<file path="src/rtl/vec_ram_arbiter_if.sv">
// Bus bundle between the CPU write port, the AVG fetch port and the vector RAM.
// VRAM_ARB_STATS_EN adds the stall/drop statistics outputs.
interface vec_ram_arbiter_if #(
    parameter int AW = 12
);
    logic          cpu_we;
    logic [15:0]   cpu_addr;
    logic [7:0]    cpu_wdata;
    logic          avg_halt;
    logic          avg_rd_req;
    logic [15:0]   avg_rd_addr;
    logic          avg_rd_ack;
    logic          avg_rd_valid;
    logic [15:0]   avg_inst;
    logic [AW-1:0] ram_addr;
    logic          ram_we;
    logic [1:0]    ram_be;
    logic [15:0]   ram_wdata;
    logic [15:0]   ram_rdata;
    logic          wq_full;
    logic          wq_empty;
    logic          wr_drop;
`ifdef VRAM_ARB_STATS_EN
    logic [15:0]   stall_cnt;
    logic [7:0]    drop_cnt;

    modport slave (
        input  cpu_we, cpu_addr, cpu_wdata, avg_halt, avg_rd_req, avg_rd_addr, ram_rdata,
        output avg_rd_ack, avg_rd_valid, avg_inst, ram_addr, ram_we, ram_be, ram_wdata,
        output wq_full, wq_empty, wr_drop, stall_cnt, drop_cnt
    );
    modport master (
        output cpu_we, cpu_addr, cpu_wdata, avg_halt, avg_rd_req, avg_rd_addr, ram_rdata,
        input  avg_rd_ack, avg_rd_valid, avg_inst, ram_addr, ram_we, ram_be, ram_wdata,
        input  wq_full, wq_empty, wr_drop, stall_cnt, drop_cnt
    );
`else
    modport slave (
        input  cpu_we, cpu_addr, cpu_wdata, avg_halt, avg_rd_req, avg_rd_addr, ram_rdata,
        output avg_rd_ack, avg_rd_valid, avg_inst, ram_addr, ram_we, ram_be, ram_wdata,
        output wq_full, wq_empty, wr_drop
    );
    modport master (
        output cpu_we, cpu_addr, cpu_wdata, avg_halt, avg_rd_req, avg_rd_addr, ram_rdata,
        input  avg_rd_ack, avg_rd_valid, avg_inst, ram_addr, ram_we, ram_be, ram_wdata,
        input  wq_full, wq_empty, wr_drop
    );
`endif
endinterface

</file>
<file path="src/rtl/vec_ram_arbiter.sv">
// Single-port vector RAM arbiter: queued CPU byte writes vs AVG fetches, with anti-starvation.
// Optional VRAM_ARB_STATS_EN adds saturating stall_cnt/drop_cnt statistics.
//
// state   | meaning
// ARB     | grant a queued write or an AVG fetch
// RD_WAIT | fetch address is at the RAM; no grants this cycle
module vec_ram_arbiter #(
    parameter int          WQ_DEPTH  = 4,
    parameter int          MAX_WAIT  = 8,
    parameter int          AW        = 12,
    parameter logic [15:0] VRAM_BASE = 16'h2000
) (
    input logic              clk,
    input logic              rst,
    vec_ram_arbiter_if.slave bus
);
    localparam int              PW     = $clog2(WQ_DEPTH);
    localparam int              WW     = $clog2(MAX_WAIT + 1);
    localparam logic [PW:0]     DEPTH  = (PW + 1)'(WQ_DEPTH);
    localparam logic [WW-1:0]   WAIT_N = WW'(MAX_WAIT);
    localparam logic [16:0]     SPAN   = 17'(1) << (AW + 1);

    typedef enum logic {ARB, RD_WAIT} state_t;
    state_t state, state_nx;

    logic [AW-1:0] q_idx  [WQ_DEPTH];
    logic          q_lane [WQ_DEPTH];
    logic [7:0]    q_data [WQ_DEPTH];
    logic [PW-1:0] wr_ptr, rd_ptr;
    logic [PW:0]   count;
    logic          full, empty;

    logic          cpu_we_q;
    logic          in_range, enq, enq_ok, drop;
    logic [AW-1:0] cpu_idx, rd_idx;
    logic [WW-1:0] wait_left;
    logic          wr_gnt, rd_gnt, rd_cap;

    logic [AW-1:0] ram_addr_r;
    logic          ram_we_r;
    logic [1:0]    ram_be_r;
    logic [15:0]   ram_wdata_r;
    logic          avg_rd_valid_r;
    logic [15:0]   avg_inst_r;
    logic          wr_drop_r;

    // Addresses below the base wrap to >= 2^16 in 17 bits, so one compare covers both bounds.
    assign in_range = ({1'b0, bus.cpu_addr} - {1'b0, VRAM_BASE}) < SPAN;
    assign cpu_idx  = AW'((bus.cpu_addr - VRAM_BASE) >> 1);
    assign rd_idx   = AW'((bus.avg_rd_addr - VRAM_BASE) >> 1);

    assign full   = (count == DEPTH);
    assign empty  = (count == '0);
    assign enq    = bus.cpu_we && !cpu_we_q && in_range;
    assign enq_ok = enq && (!full || wr_gnt);
    assign drop   = enq && full && !wr_gnt;

    always_comb begin
        state_nx = state;
        wr_gnt   = 1'b0;
        rd_gnt   = 1'b0;
        case (state)
            ARB: begin
                if (!empty && (bus.avg_halt || !bus.avg_rd_req || full || wait_left == '0)) begin
                    wr_gnt = 1'b1;
                end else if (bus.avg_rd_req) begin
                    rd_gnt   = 1'b1;
                    state_nx = RD_WAIT;
                end
            end
            RD_WAIT: state_nx = ARB;
            default: state_nx = ARB;
        endcase
    end

    always_ff @(posedge clk) begin
        if (rst) begin
            state     <= ARB;
            cpu_we_q  <= 1'b0;
            wr_ptr    <= '0;
            rd_ptr    <= '0;
            count     <= '0;
            wait_left <= WAIT_N;
            wr_drop_r <= 1'b0;
        end else begin
            state    <= state_nx;
            cpu_we_q <= bus.cpu_we;
            if (enq_ok) wr_ptr <= wr_ptr + 1'b1;
            if (wr_gnt) rd_ptr <= rd_ptr + 1'b1;
            case ({enq_ok, wr_gnt})
                2'b10:   count <= count + 1'b1;
                2'b01:   count <= count - 1'b1;
                default: ;
            endcase
            // Read grants made while a write waits count down toward a forced write.
            if (wr_gnt) begin
                wait_left <= WAIT_N;
            end else if (rd_gnt && !empty && wait_left != '0) begin
                wait_left <= wait_left - 1'b1;
            end
            if (drop) wr_drop_r <= 1'b1;
        end
    end

    always_ff @(posedge clk) begin
        if (enq_ok) begin
            q_idx[wr_ptr]  <= cpu_idx;
            q_lane[wr_ptr] <= bus.cpu_addr[0];
            q_data[wr_ptr] <= bus.cpu_wdata;
        end
    end

    always_ff @(posedge clk) begin
        if (rst) begin
            ram_addr_r     <= '0;
            ram_we_r       <= 1'b0;
            ram_be_r       <= 2'b00;
            ram_wdata_r    <= '0;
            rd_cap         <= 1'b0;
            avg_rd_valid_r <= 1'b0;
            avg_inst_r     <= '0;
        end else begin
            ram_we_r <= wr_gnt;
            if (wr_gnt) begin
                ram_addr_r  <= q_idx[rd_ptr];
                ram_be_r    <= q_lane[rd_ptr] ? 2'b01 : 2'b10;
                ram_wdata_r <= {q_data[rd_ptr], q_data[rd_ptr]};
            end else begin
                ram_be_r <= 2'b00;
                if (rd_gnt) ram_addr_r <= rd_idx;
            end
            // RAM data for the fetch issued in RD_WAIT is present one cycle after it.
            rd_cap         <= (state == RD_WAIT);
            avg_rd_valid_r <= rd_cap;
            if (rd_cap) avg_inst_r <= bus.ram_rdata;
        end
    end

    assign bus.avg_rd_ack   = rd_gnt;
    assign bus.avg_rd_valid = avg_rd_valid_r;
    assign bus.avg_inst     = avg_inst_r;
    assign bus.ram_addr     = ram_addr_r;
    assign bus.ram_we       = ram_we_r;
    assign bus.ram_be       = ram_be_r;
    assign bus.ram_wdata    = ram_wdata_r;
    assign bus.wq_full      = full;
    assign bus.wq_empty     = empty;
    assign bus.wr_drop      = wr_drop_r;

`ifdef VRAM_ARB_STATS_EN
    logic [15:0] stall_cnt_r;
    logic [7:0]  drop_cnt_r;

    always_ff @(posedge clk) begin
        if (rst) begin
            stall_cnt_r <= '0;
            drop_cnt_r  <= '0;
        end else begin
            if (wr_gnt && bus.avg_rd_req && stall_cnt_r != 16'hFFFF) stall_cnt_r <= stall_cnt_r + 1'b1;
            if (drop && drop_cnt_r != 8'hFF) drop_cnt_r <= drop_cnt_r + 1'b1;
        end
    end

    assign bus.stall_cnt = stall_cnt_r;
    assign bus.drop_cnt  = drop_cnt_r;
`endif
endmodule
</file>
<file path="src/flat_wrapper.sv">
// flat-port wrapper written by rule: the top's interface ports become plain ports
module vec_ram_arbiter_flat 
#(
    parameter int          WQ_DEPTH  = 4,
    parameter int          MAX_WAIT  = 8,
    parameter int          AW        = 12,
    parameter logic [15:0] VRAM_BASE = 16'h2000
)
  (clk, rst, bus_cpu_we, bus_cpu_addr, bus_cpu_wdata, bus_avg_halt, bus_avg_rd_req, bus_avg_rd_addr, bus_ram_rdata, bus_avg_rd_ack, bus_avg_rd_valid, bus_avg_inst, bus_ram_addr, bus_ram_we, bus_ram_be, bus_ram_wdata, bus_wq_full, bus_wq_empty, bus_wr_drop);
  vec_ram_arbiter_if #(.AW(AW)) bus_i ();
  input logic clk;
  input logic rst;
  input wire logic [$bits(bus_i.cpu_we)-1:0] bus_cpu_we;
  input wire logic [$bits(bus_i.cpu_addr)-1:0] bus_cpu_addr;
  input wire logic [$bits(bus_i.cpu_wdata)-1:0] bus_cpu_wdata;
  input wire logic [$bits(bus_i.avg_halt)-1:0] bus_avg_halt;
  input wire logic [$bits(bus_i.avg_rd_req)-1:0] bus_avg_rd_req;
  input wire logic [$bits(bus_i.avg_rd_addr)-1:0] bus_avg_rd_addr;
  input wire logic [$bits(bus_i.ram_rdata)-1:0] bus_ram_rdata;
  output wire logic [$bits(bus_i.avg_rd_ack)-1:0] bus_avg_rd_ack;
  output wire logic [$bits(bus_i.avg_rd_valid)-1:0] bus_avg_rd_valid;
  output wire logic [$bits(bus_i.avg_inst)-1:0] bus_avg_inst;
  output wire logic [$bits(bus_i.ram_addr)-1:0] bus_ram_addr;
  output wire logic [$bits(bus_i.ram_we)-1:0] bus_ram_we;
  output wire logic [$bits(bus_i.ram_be)-1:0] bus_ram_be;
  output wire logic [$bits(bus_i.ram_wdata)-1:0] bus_ram_wdata;
  output wire logic [$bits(bus_i.wq_full)-1:0] bus_wq_full;
  output wire logic [$bits(bus_i.wq_empty)-1:0] bus_wq_empty;
  output wire logic [$bits(bus_i.wr_drop)-1:0] bus_wr_drop;
  assign bus_i.cpu_we = bus_cpu_we;
  assign bus_i.cpu_addr = bus_cpu_addr;
  assign bus_i.cpu_wdata = bus_cpu_wdata;
  assign bus_i.avg_halt = bus_avg_halt;
  assign bus_i.avg_rd_req = bus_avg_rd_req;
  assign bus_i.avg_rd_addr = bus_avg_rd_addr;
  assign bus_i.ram_rdata = bus_ram_rdata;
  assign bus_avg_rd_ack = bus_i.avg_rd_ack;
  assign bus_avg_rd_valid = bus_i.avg_rd_valid;
  assign bus_avg_inst = bus_i.avg_inst;
  assign bus_ram_addr = bus_i.ram_addr;
  assign bus_ram_we = bus_i.ram_we;
  assign bus_ram_be = bus_i.ram_be;
  assign bus_ram_wdata = bus_i.ram_wdata;
  assign bus_wq_full = bus_i.wq_full;
  assign bus_wq_empty = bus_i.wq_empty;
  assign bus_wr_drop = bus_i.wr_drop;
  vec_ram_arbiter #(.WQ_DEPTH(WQ_DEPTH), .MAX_WAIT(MAX_WAIT), .AW(AW), .VRAM_BASE(VRAM_BASE)) u_core (.clk(clk), .rst(rst), .bus(bus_i));
endmodule
</file>
<file path="config.mk">
export PLATFORM = sky130hd
export DESIGN_NAME = vec_ram_arbiter_flat
export DESIGN_NICKNAME = d
export VERILOG_FILES = /design/src/rtl/vec_ram_arbiter_if.sv /design/src/rtl/vec_ram_arbiter.sv /design/src/flat_wrapper.sv
export SDC_FILE = /design/constraint.sdc
export NUM_CORES = 1
export LEC_CHECK = 0
export CAP_MARGIN = 20
export CORE_AREA = 4 4 105 107
export DETAILED_ROUTE_END_ITERATION = 10
export DIE_AREA = 0 0 109 111
export PLACE_DENSITY = 0.83
export REMOVE_ABC_BUFFERS = 1
export SYNTH_ARGS = -nofsm -noshare
export SYNTH_HDL_FRONTEND = slang
export SYNTH_SLANG_ARGS = --single-unit
export TNS_END_PERCENT = 1
</file>
<file path="constraint.sdc">
create_clock -name clk -period 5.3 [get_ports clk]
set_input_delay 1.06 -clock clk [delete_from_list [all_inputs] [get_ports clk]]
set_output_delay 1.06 -clock clk [all_outputs]
set_load 0.02 [all_outputs]
</file>
Word-level counts from Yosys, hierarchy flattened
Memories as Yosys holds them, arrays and structs flattened. A register that Yosys moved wholly into a read port is not among the register bits.
Index checks and enable logic that the tools add are counted.
- add/sub/neg operators: 8
- magnitude comparators: 1
- equality and inequality tests: 3
- mux-type cells: 18
- bitwise operators: 2
- reductions and logical operators: 24
- operators by type and width (kind ; count):
    $sub A13 B1 Y13 const B ; 2
    $mux W12 ; 2
    $lt A17 B14 Y1 const B ; 1
    $sub A16 B14 Y17 const B ; 1
    $mux W2 ; 7
    $logic_and A1 B1 Y1 ; 8
    $mux W1 ; 7
    $pmux W3 S2 ; 1
    $logic_not A1 Y1 ; 5
    $add A2 B1 Y2 const B ; 2
    $logic_not A4 Y1 ; 1
    $logic_or A1 B1 Y1 ; 4
    $reduce_bool A2 Y1 ; 2
    $reduce_bool A4 Y1 ; 1
    $reduce_or A2 Y1 ; 2
    $sub A4 B1 Y4 const B ; 1
    $add A3 B1 Y3 const B ; 1
    $eq A3 B3 Y1 const B ; 1
    $logic_not A3 Y1 ; 1
    $sub A3 B1 Y3 const B ; 1
    $eq A2 B1 Y1 const B ; 1
    $eq A2 B2 Y1 const B ; 1
    $not A1 Y1 ; 2
    $pmux W1 S2 ; 1
- register bits: 63
- memory bits (writable): 84
- input bits: 61
- output and inout port bits: 52
- memories: 3
- memories (memory ; words ; bits a word ; read ports ; clocked after memory_dff ; write ports ; line ; source):
    u_core.q_idx ; 4 ; 12 ; 1 ; 1 ; 1 ; vec_ram_arbiter.sv:26 ; logic [AW-1:0] q_idx [WQ_DEPTH];
    u_core.q_data ; 4 ; 8 ; 1 ; 1 ; 1 ; vec_ram_arbiter.sv:28 ; logic [7:0] q_data [WQ_DEPTH];
    u_core.q_lane ; 4 ; 1 ; 1 ; 1 ; 1 ; vec_ram_arbiter.sv:27 ; logic q_lane [WQ_DEPTH];

Depth between registers and ports, before layout
Gate-level depths: netlist of the first run.
- word-level depth: 11
- mapped depth: 12
- gate-level depth less buffers: 11

Worst setup path before layout of the first run
Ideal clock, no wire load.
- path type: input -> register
- start point: in bus_avg_rd_req
- end point: reg u_core.count[2]
- arrival time: 2.997 ns
- required time: 5.230 ns
- slack: 2.233 ns
- stages: 10
- path buffers: 1
- path through: nor2b_1 -> a311o_1 -> buf_2 -> clkinv_1 -> ha_1 -> inv_1 -> fa_1 -> xor2_1 -> or3_1 -> a21oi_1
- word-level cells in the longest chain between the ends: 11
- elaborated cells on any way between the ends: 13
- classes of those cells: eq/ne: 2; mux: 3; reduce/logical: 8
- RTL lines (element ; line ; source):
    from (decl) ; flat_wrapper.sv:17 ; input wire logic [$bits(bus_i.avg_rd_req)-1:0] bus_avg_rd_req;
    $logic_not A1 Y1 (*) ; vec_ram_arbiter.sv:64 ; if (!empty && (bus.avg_halt || !bus.avg_rd_req || full || wait_left == '0)) begin
    $logic_or A1 B1 Y1 (*) (3 in a row) ; vec_ram_arbiter.sv:64 ;
    $logic_and A1 B1 Y1 (*) ; vec_ram_arbiter.sv:64 ;
    $mux W1 (*) ; vec_ram_arbiter.sv:64 ;
    $mux W1 (*) ; vec_ram_arbiter.sv:62 ; case (state)
    net u_core.wr_gnt ; vec_ram_arbiter.sv:37 ; logic wr_gnt, rd_gnt, rd_cap;
    $logic_or A1 B1 Y1 ; vec_ram_arbiter.sv:55 ; assign enq_ok = enq && (!full || wr_gnt);
    $logic_and A1 B1 Y1 ; vec_ram_arbiter.sv:55 ;
    $eq A2 B1 Y1 / $eq A2 B2 Y1 (equally long branches) ; vec_ram_arbiter.sv:90 ; case ({enq_ok, wr_gnt})
    $pmux W3 S2 / $reduce_bool A2 Y1 (equally long branches) ; n/a ;
    to (signal assigned) ; vec_ram_arbiter.sv:91 ; 2'b10: count <= count + 1'b1;
    to (signal assigned) ; vec_ram_arbiter.sv:92 ; 2'b01: count <= count - 1'b1;
    to (decl) ; vec_ram_arbiter.sv:30 ; logic [PW:0] count;
Mark *: on every way through the listed nets, which the timed path passes. The rest lies on a longest branch.
A chain may end at the register's enable or synchronous reset.

Worst setup path in the final report of the first run
- start point: in bus_avg_rd_req
- end point: out bus_avg_rd_ack
- word-level cells in the longest chain between the ends: 7
- elaborated cells on any way between the ends: 8
- classes of those cells: mux: 3; reduce/logical: 5
- RTL lines (element ; line ; source):
    $logic_not A1 Y1 ; vec_ram_arbiter.sv:64 ;
    $logic_or A1 B1 Y1 (3 in a row) ; vec_ram_arbiter.sv:64 ;
    $logic_and A1 B1 Y1 ; vec_ram_arbiter.sv:64 ;
    $mux W1 (*) ; vec_ram_arbiter.sv:64 ;
    $mux W1 (*) ; vec_ram_arbiter.sv:62 ;
    to (decl) ; flat_wrapper.sv:20 ; output wire logic [$bits(bus_i.avg_rd_ack)-1:0] bus_avg_rd_ack;
Mark *: on every way between the ends. The rest lies on a longest branch, timed or not.

==> impl_metrics.ini, run 1 <==
[outcome]
outcome = complete, no violations

[timing]
min_period_over_period = 0.727
hold_slack_ns = 0.481
tightest_slew_ns = 1.08
grt_setup_unrepaired = no
slew_violations = 0
setup_slack_ns = 1.45
setup_viol = 0
hold_viol_final = 0
skew_ns = 0.0136
maxSlewHeadroom = 0.276
setup_tns_ns = 0
layout_min_cycle_time_ns = 3.85
max_freq_mhz = 260

[clocking]
postCtsHoldBufs = 0
clockBufferDepth = 2
root_buffer = clkbuf_8
cts_resized = 0
clk_latency_ns = 0.51
cts_setup_buffers = 0
cts_num_sinks = 141
numCtsBuffers = 17
htreeDepth = 4
clkTransAtPathRegs_ns = 0.06
cts_tree = built

[global_route]
antenna_found_initial = 0
first_global_vias = 3459
grt_util_met3 = 0.0518
grt_max_degree = 53
gr-usage-all-layers = 0.192
grt.met1_usage = 0.229
busiest_layer = met2
grt_pass1_wl_mm = 17.5
grt_use_met2 = 0.328
grt_overflow = 0

[worst_setup_path]
cpMostUsedCell = clkdlybuf4s50_1
critical-path-top-delay-family = buffers and inverters
crit_buf_inv = 3
cpMaxStageDelayCell = clkdlybuf4s50_1
slowest_delay_ns = 0.62
cp-start-kind = input port
crit_type = in -> out
crit_chain = clkdlybuf4s50_1 -> nor2b_2 -> buf_4 -> nor2b_1 -> clkdlybuf4s50_1
critical_path_arrival_ns = 2.79
critPathRequiredTime_ns = 4.24
path_max_fanout = 15
end_kind = output port

[cells_and_area]
nets = 534
stdcell_area_um2 = 7200
drive_gt1_frac = 0.136
n_antenna_cell = 0
fillers = 651
area_growth_pct = 34.5

[hold_path]
holdCritPathClass = reg -> reg

[yosys]
synth_top_family_by_area = multiplexers
syn_area_um2 = 5360
synthAdderAreaFrac = 0.0178
synth.avg_cell_area_um2 = 14.9
synth_top_area_share = 0.471
ys_warn_count = 0
synth_cell_type_count = 34
synth_flop_cell = edfxtp_1
ys_ff_latch = 141
syn_inst = 360
synth-xor-area-share = 0.00654
synth_compound_area_frac = 0.0423
synth_edf_count = 84
muxShareOfSynthArea = 0.142
synth.area.top_cells = edfxtp_1, dfxtp_1, mux4_2
ys_seq_area_frac = 0.684
synth_largest_area_cell = edfxtp_1
synth-async-reset-ratio = 0
synthSimpleGateAreaFrac = 0.0733

[detailed_routing]
postRouteAntennaNets = 0
drt_first_pass_iters = 6
drc = 0
vias_per_cell = 5.34
drt_iter0_drc = 158
post_drt_wl_per_cell_um = 18.4
via_count = 3282
wl_mm = 11.3

[die]
io-pin-count = 113
die_y_um = 111
core_um2 = 10100
initial_core_util = 0.528
die_w_um = 109
die-area_um2 = 12100
rows = 37

[placed_design]
dpl_worst_slack_ns = 1.44
placedInstanceArea_um2 = 6480
dp.final_hpwl_mm = 6.65
port_buffers = 108
gp_routability_congestion = 0.759

[power]
total_power_mw = 3.67
irDropWorstVdd_mv = 0.303
power.density_nw_per_um2 = 509
p_leak_nw = 2.47

[flow_run]
cap_viol_max_count = 0
[final cells by class]
cell class	instances	area, um2	area share
Sequential cell	141	3660	0.509
Multi-Input combinational cell	181	1520	0.211
Timing Repair Buffer	114	1180	0.163
Clock buffer	19	432	0.0599
Clock inverter	13	203	0.0281
Tap cell	136	170	0.0236
Inverter	11	41.3	0.00573
[stage by stage]
step,std cells,utilization
CTS,611,0.702
global placement,579,0.640
global route,615,0.710
detailed placement,579,0.640
floorplan,333,-
finish,615,0.710
[where the power goes]
group | internal [mW] | total (mW) | leakage (nW) | switching, mW
registers | 1.28 | 1.41 | 1.22 | 0.131
clock network | 0.791 | 1.26 | 0.308 | 0.469
logic | 0.489 | 0.994 | 0.941 | 0.505
[final timing paths]
check                                   startpoint                                    end  slack, ns  cells after the start
min          u_core.bus.ram_wdata[12]$_SDFFE_PP0N_  u_core.bus.ram_wdata[12]$_SDFFE_PP0N_       0.48                      2
max reg2reg       u_core.wait_left[0]$_SDFFE_PP0P_           u_core.count[2]$_SDFFE_PP0P_       2.19                     11
min reg2reg  u_core.bus.ram_wdata[12]$_SDFFE_PP0N_  u_core.bus.ram_wdata[12]$_SDFFE_PP0N_       0.48                      2
max                                 bus_avg_rd_req                         bus_avg_rd_ack       1.45                      5
[cells in the final DEF (no fill, tap or decap), types with 3 or more instances in the layout]
master and instances:
a211oi_1 13, a21oi_1 16, and2_1 5, bufinv_16 4
clkbuf_16 16, clkdlybuf4s50_1 107, dfxtp_1 56, edfxtp_1 84
ha_1 6, inv_1 10, inv_6 4, mux2i_1 29
mux4_2 21, nand2_1 18, nor2_1 38, nor2b_1 7
nor3_1 3, o21ai_0 3, or3_1 3
[flip-flops by register name, indices dropped and copies added (netlist names), named ones only]
signal	count
u_core.bus.avg_rd_valid	1
u_core.bus.ram_wdata	8
u_core.q_idx	48
u_core.count	3
u_core.rd_ptr	2
u_core.bus.ram_be	2
u_core.wait_left	4
u_core.bus.avg_inst	16
u_core.rd_cap	1
u_core.q_lane	4
u_core.bus.ram_we	1
u_core.bus.ram_addr	12
u_core.q_data	32
u_core.wr_ptr	2
u_core.state	1
u_core.cpu_we_q	1
u_core.bus.wr_drop	1
[cells by family (layout without fill, tap and decap cells)]
family | Yosys count | count (layout)
simple gates | 84 | 84
compound gates | 36 | 36
fa+ha+maj | 7 | 7
xor+xnor | 4 | 4
buf+inv | 38 | 157
flops | 141 | 141
mux | 50 | 50
[routing by layer]
metal | wire, um | part of all wire
met1 | 4580 | 0.40
met2 | 5940 | 0.52
met3 | 691 | 0.061
met5 | 0 | 0
met4 | 114 | 0.010
[worst min-delay path, delay by kind of cell (launching register included)]
family	cells	cell delay, ns
compound gates	1	0.06
simple gates	1	0.06
flops	1	0.32
[synthesized netlist by cell type (2+ instances only)]
cell type,n
a211oi_1,13
a21oi_1,16
and2_1,5
and3_1,2
buf_2,6
buf_4,8
clkbuf_1,13
dfxtp_1,57
edfxtp_1,84
ha_1,6
inv_1,10
mux2i_1,29
mux4_2,21
nand2_1,18
nor2_1,38
nor2b_1,8
nor3_1,3
o21ai_0,3
or3_1,3
xnor2_1,2
xor2_1,2
Note: power is estimated with default switching activity, not from simulation.
==> run 2: changes to the inputs <==
- CORE_AREA: 4 4 105 107 -> 4 4 108 110
- DIE_AREA: 0 0 109 111 -> 0 0 112 114
- PLACE_DENSITY: 0.83 -> 0.79
- clock period: 5.3 -> 4.04 ns (I/O delays scaled with it)
==> run 2 against run 1 <==
Worst hold slack lost 0.0028 ns. Cell count is 0.81% higher. First-iteration DRC count up 8.9%. Non-clock buffer count is 1 higher. Via count shrank 2.5%. Setup slack worse by 0.63 ns. Clock skew fell by 0.0071 ns. Flip-flop and latch count unchanged. Sequential share of layout area rose by 0.57 points. Register-to-register slack got worse by 1.0 ns.
==> impl_metrics.ini, run 2 (synthesis gave the netlist of run 1 again) <==
[die]
rows = 38
io-pin-count = 113
die_w_um = 112
die-area_um2 = 12800
die_y_um = 114
initial_core_util = 0.501
core_um2 = 10700

[worst_setup_path]
cp-start-kind = input port
r2r_slack_ns = 1.17
path_max_fanout = 4
cpMaxStageDelayCell = clkdlybuf4s50_1
crit_type = in -> out
critical_path_arrival_ns = 2.41
critPathRequiredTime_ns = 3.23
slowest_delay_ns = 0.63
end_kind = output port
r2r_start = u_core.wait_left[0]$_SDFFE_PP0P_
critical-path-top-delay-family = buffers and inverters
crit_buf_inv = 2
startpoint = bus_avg_rd_req
crit_chain = clkdlybuf4s50_1 -> nor2b_1 -> a31oi_1 -> nor2b_1 -> clkdlybuf4s50_1

[cells_and_area]
layoutNonFillerInstCount = 620
mostFrequentLayoutCell = clkdlybuf4s50_1
regMostFlops = u_core.q_idx
mostFrequentLayoutCells = clkdlybuf4s50_1, edfxtp_1, dfxtp_1, nor2_1, mux2i_1
n_antenna_cell = 0
drive_gt1_frac = 0.138
area_growth_pct = 33.0
fillers = 769
stdcell_area_um2 = 7120
final_core_utilization = 0.666
nets = 535
largest_reg_flops = 48

[power]
irDropWorstVdd_mv = 0.470
power.density_nw_per_um2 = 658
total_power_mw = 4.69
p_leak_nw = 2.43

[clocking]
cts_resized = 0
htreeDepth = 4
cts_tree = built
clk_latency_ns = 0.51
numCtsBuffers = 17
postCtsHoldBufs = 0
root_buffer = clkbuf_8
clockBufferDepth = 2
cts_num_sinks = 141
cts_setup_buffers = 0
clkTransAtPathRegs_ns = 0.06

[timing]
skew_ns = 0.00652
setup_viol = 0
min_period_over_period = 0.797
grt_setup_unrepaired = no
max_freq_mhz = 311
hold_viol_final = 0
slew_violations = 0
tightest_slew_ns = 1.06
layout_min_cycle_time_ns = 3.22
maxSlewHeadroom = 0.291
setup_tns_ns = 0

[detailed_routing]
drc = 0
drt_first_pass_iters = 5
post_drt_wl_per_cell_um = 17.4
via_count = 3201
vias_per_cell = 5.16
drt_iter0_drc = 172
postRouteAntennaNets = 0
wl_mm = 10.8

[placed_design]
port_buffers = 108
dp.cells = 588
gp_routability_congestion = 0.773
dp.final_hpwl_mm = 6.75
placedInstanceArea_um2 = 6530

[hold_path]
holdCritPathClass = reg -> reg
hold_start = u_core.bus.ram_wdata[10]$_SDFFE_PP0N_

[outcome]
outcome = complete, no violations

[flow_run]
cap_viol_max_count = 0

[global_route]
first_global_vias = 3390
antenna_found_initial = 0
grt_pass1_wl_mm = 17.1
grt_max_degree = 53
grt_overflow = 0
gr-usage-all-layers = 0.176
## run 2: changes by cell type in the layout (fill, tap and decap cells not counted), sizes merged
cell	previous run	this run
clkbuf	19	18
buf	7	8
inv	16	11
clkinvlp	1	4
clkinv	3	7
bufinv	4	3
## run 2: layout make-up
class | count | area (um2) | area share
clock buffer | 18 | 428 | 0.0601
tap | 140 | 175 | 0.0246
inverter | 11 | 41.3 | 0.00580
clock inverter | 14 | 169 | 0.0237
timing repair buffer | 115 | 1130 | 0.158
multi-input combinational | 181 | 1520 | 0.213
sequential | 141 | 3660 | 0.514
## run 2: path summary, 6_finish.rpt
kind                                                              end  cells past startpoint
worst max-delay path                                   bus_avg_rd_ack                      5
worst min-delay path            u_core.bus.ram_wdata[10]$_SDFFE_PP0N_                      2
worst max register to register           u_core.count[2]$_SDFFE_PP0P_                     12
worst min register to register  u_core.bus.ram_wdata[10]$_SDFFE_PP0N_                      2
## run 2: through the flow
stage,hold WS (ns),setup WS [ns]
after floorplan,0.448,0.613
after global placement,0.452,0.770
after detailed placement,0.465,0.759
after CTS,0.484,0.820
after global routing,0.500,0.757
final,0.478,0.821
## run 2: report_power, final
group | leakage (nW) | internal [mW] | switching, mW
combinational | 0.931 | 0.650 | 0.652
clock | 0.281 | 0.955 | 0.576
sequential | 1.22 | 1.68 | 0.171
## run 2: tightest hold or removal path: stages, from the launching register on
cell and delay [ns]:
dfxtp_1 0.32, nand2_1 0.05, a21oi_1 0.06
## run 2: metal layers
metal	vias up	part of all wire	global-route usage
met4	0	0.0063	0.0609
met5	-	0	0
li1	1530	-	-
met3	5	0.055	0.0541
met2	99	0.53	0.313
met1	1567	0.41	0.202
==> run 3: changes to the inputs <==
- clock period: 4.04 -> 3.3 ns (I/O delays scaled with it)
==> run 3 against run 2 <==
Cell count up 0.32%. Clock power up 14%. Highest routed layer unchanged. Worst hold slack worse by 0.0069 ns. Routed wire length about the same. Flip-flop and latch count unchanged. Clock-buffer cell count down 1. Via count up 2.1%. Register-to-register slack worse by 0.58 ns.
==> impl_metrics.ini, run 3 (synthesis gave the netlist of run 1 again) <==
[outcome]
outcome = complete, no violations

[die]
die_y_um = 114
core_um2 = 10700
die_w_um = 112
initial_core_util = 0.501
die-area_um2 = 12800
io-pin-count = 113
rows = 38

[power]
total_power_mw = 5.62
power.density_nw_per_um2 = 790
irDropWorstVdd_mv = 0.522
p_leak_nw = 2.42

[global_route]
grt_use_met2 = 0.304
grt_max_degree = 39
grt_overflow = 0
grt.met1_usage = 0.211
antenna_found_initial = 0
grt_util_met3 = 0.0573
first_global_vias = 3337
busiest_layer = met2
grt_pass1_wl_mm = 17.1
gr-usage-all-layers = 0.176

[timing]
grt_setup_unrepaired = no
slew_violations = 0
skew_ns = 0.00723
hold_slack_ns = 0.472
max_freq_mhz = 339
hold_viol_final = 0
setup_viol = 0
layout_min_cycle_time_ns = 2.95
tightest_slew_ns = 0.954
maxSlewHeadroom = 0.363
min_period_over_period = 0.893

[detailed_routing]
drt_iter0_drc = 213
via_count = 3267
wl_mm = 10.8
postRouteAntennaNets = 0
drc = 0
post_drt_wl_per_cell_um = 17.4
vias_per_cell = 5.25
drt_first_pass_iters = 4

[cells_and_area]
nets = 537
drive_gt1_frac = 0.143
layoutNonFillerInstCount = 622
area_growth_pct = 32.8
regMostFlops = u_core.q_idx
n_antenna_cell = 0
largest_reg_flops = 48
stdcell_area_um2 = 7120
mostFrequentLayoutCell = clkdlybuf4s50_1
mostFrequentLayoutCells = clkdlybuf4s50_1, edfxtp_1, dfxtp_1, nor2_1, mux2i_1

[clocking]
htreeDepth = 4
cts_setup_buffers = 0
numCtsBuffers = 17
cts_tree = built
clkTransAtPathRegs_ns = 0.06
postCtsHoldBufs = 0
clk_latency_ns = 0.51
root_buffer = clkbuf_8
clockBufferDepth = 2
cts_resized = 0
cts_num_sinks = 141

[flow_run]
cap_viol_max_count = 0

[placed_design]
placedInstanceArea_um2 = 6530
port_buffers = 108
dp.cells = 589
gp_routability_congestion = 0.774
dp.final_hpwl_mm = 6.72

[worst_setup_path]
crit_type = in -> out
critPathRequiredTime_ns = 2.64
r2r_slack_ns = 0.59
end_kind = output port
critical_path_arrival_ns = 2.29
path_max_fanout = 4
cp-start-kind = input port

[hold_path]
holdCritPathClass = reg -> reg
-- run 3: cell count changes in the layout (fill, tap and decap cells not counted), sizes merged --
cell      previous run  this run
buf                  8        10
bufinv               3         1
clkbuf              18        17
clkinv               7         5
clkinvlp             4         7
inv                 11        13
-- run 3: area by class of cell --
type / count / area (um2)
timing repair buffer: 117 / 1160
clock inverter: 15 / 140
tap: 140 / 175
fill: 762 / 3580
inverter: 11 / 41.3
sequential: 141 / 3660
clock buffer: 17 / 414
multi-input combinational: 181 / 1520
-- run 3: where the power goes --
part / switching (mW) / leakage (nW) / internal (mW)
Clock: 0.733 / 0.249 / 1.00
Sequential: 0.200 / 1.22 / 2.06
Combinational: 0.815 / 0.947 / 0.808
Total: 1.75 / 2.42 / 3.87
-- run 3: final timing paths --
check                                                           start  depth (start not counted)                                     to
worst max-delay path                                   bus_avg_rd_req                          5                         bus_avg_rd_ack
worst max register to register       u_core.wait_left[0]$_SDFFE_PP0P_                         11           u_core.count[2]$_SDFFE_PP0P_
worst min-delay path            u_core.bus.ram_wdata[11]$_SDFFE_PP0N_                          2  u_core.bus.ram_wdata[11]$_SDFFE_PP0N_
worst min register to register  u_core.bus.ram_wdata[11]$_SDFFE_PP0N_                          2  u_core.bus.ram_wdata[11]$_SDFFE_PP0N_
-- run 3: per-stage QoR --
stage                      util  TNS, ns  worst slack [ns]
final                     0.665        0             0.354
after global routing      0.665        0             0.281
after CTS                 0.663        0             0.355
after detailed placement  0.611        0             0.330
after global placement    0.611        0             0.390
after floorplan               -  -0.0790           -0.0709
-- run 3: worst max-delay path: stages --
cell,delay [ns]
clkdlybuf4s50_1,0.47
nor2b_1,0.25
a31oi_1,0.13
nor2b_1,0.16
clkdlybuf4s50_1,0.62
-- run 3: per-layer routing --
metal  vias up  share of wire
li1       1526              -
met1      1605           0.41
met2       120           0.51
met3        16          0.070
met4         0          0.014
met5         -              0
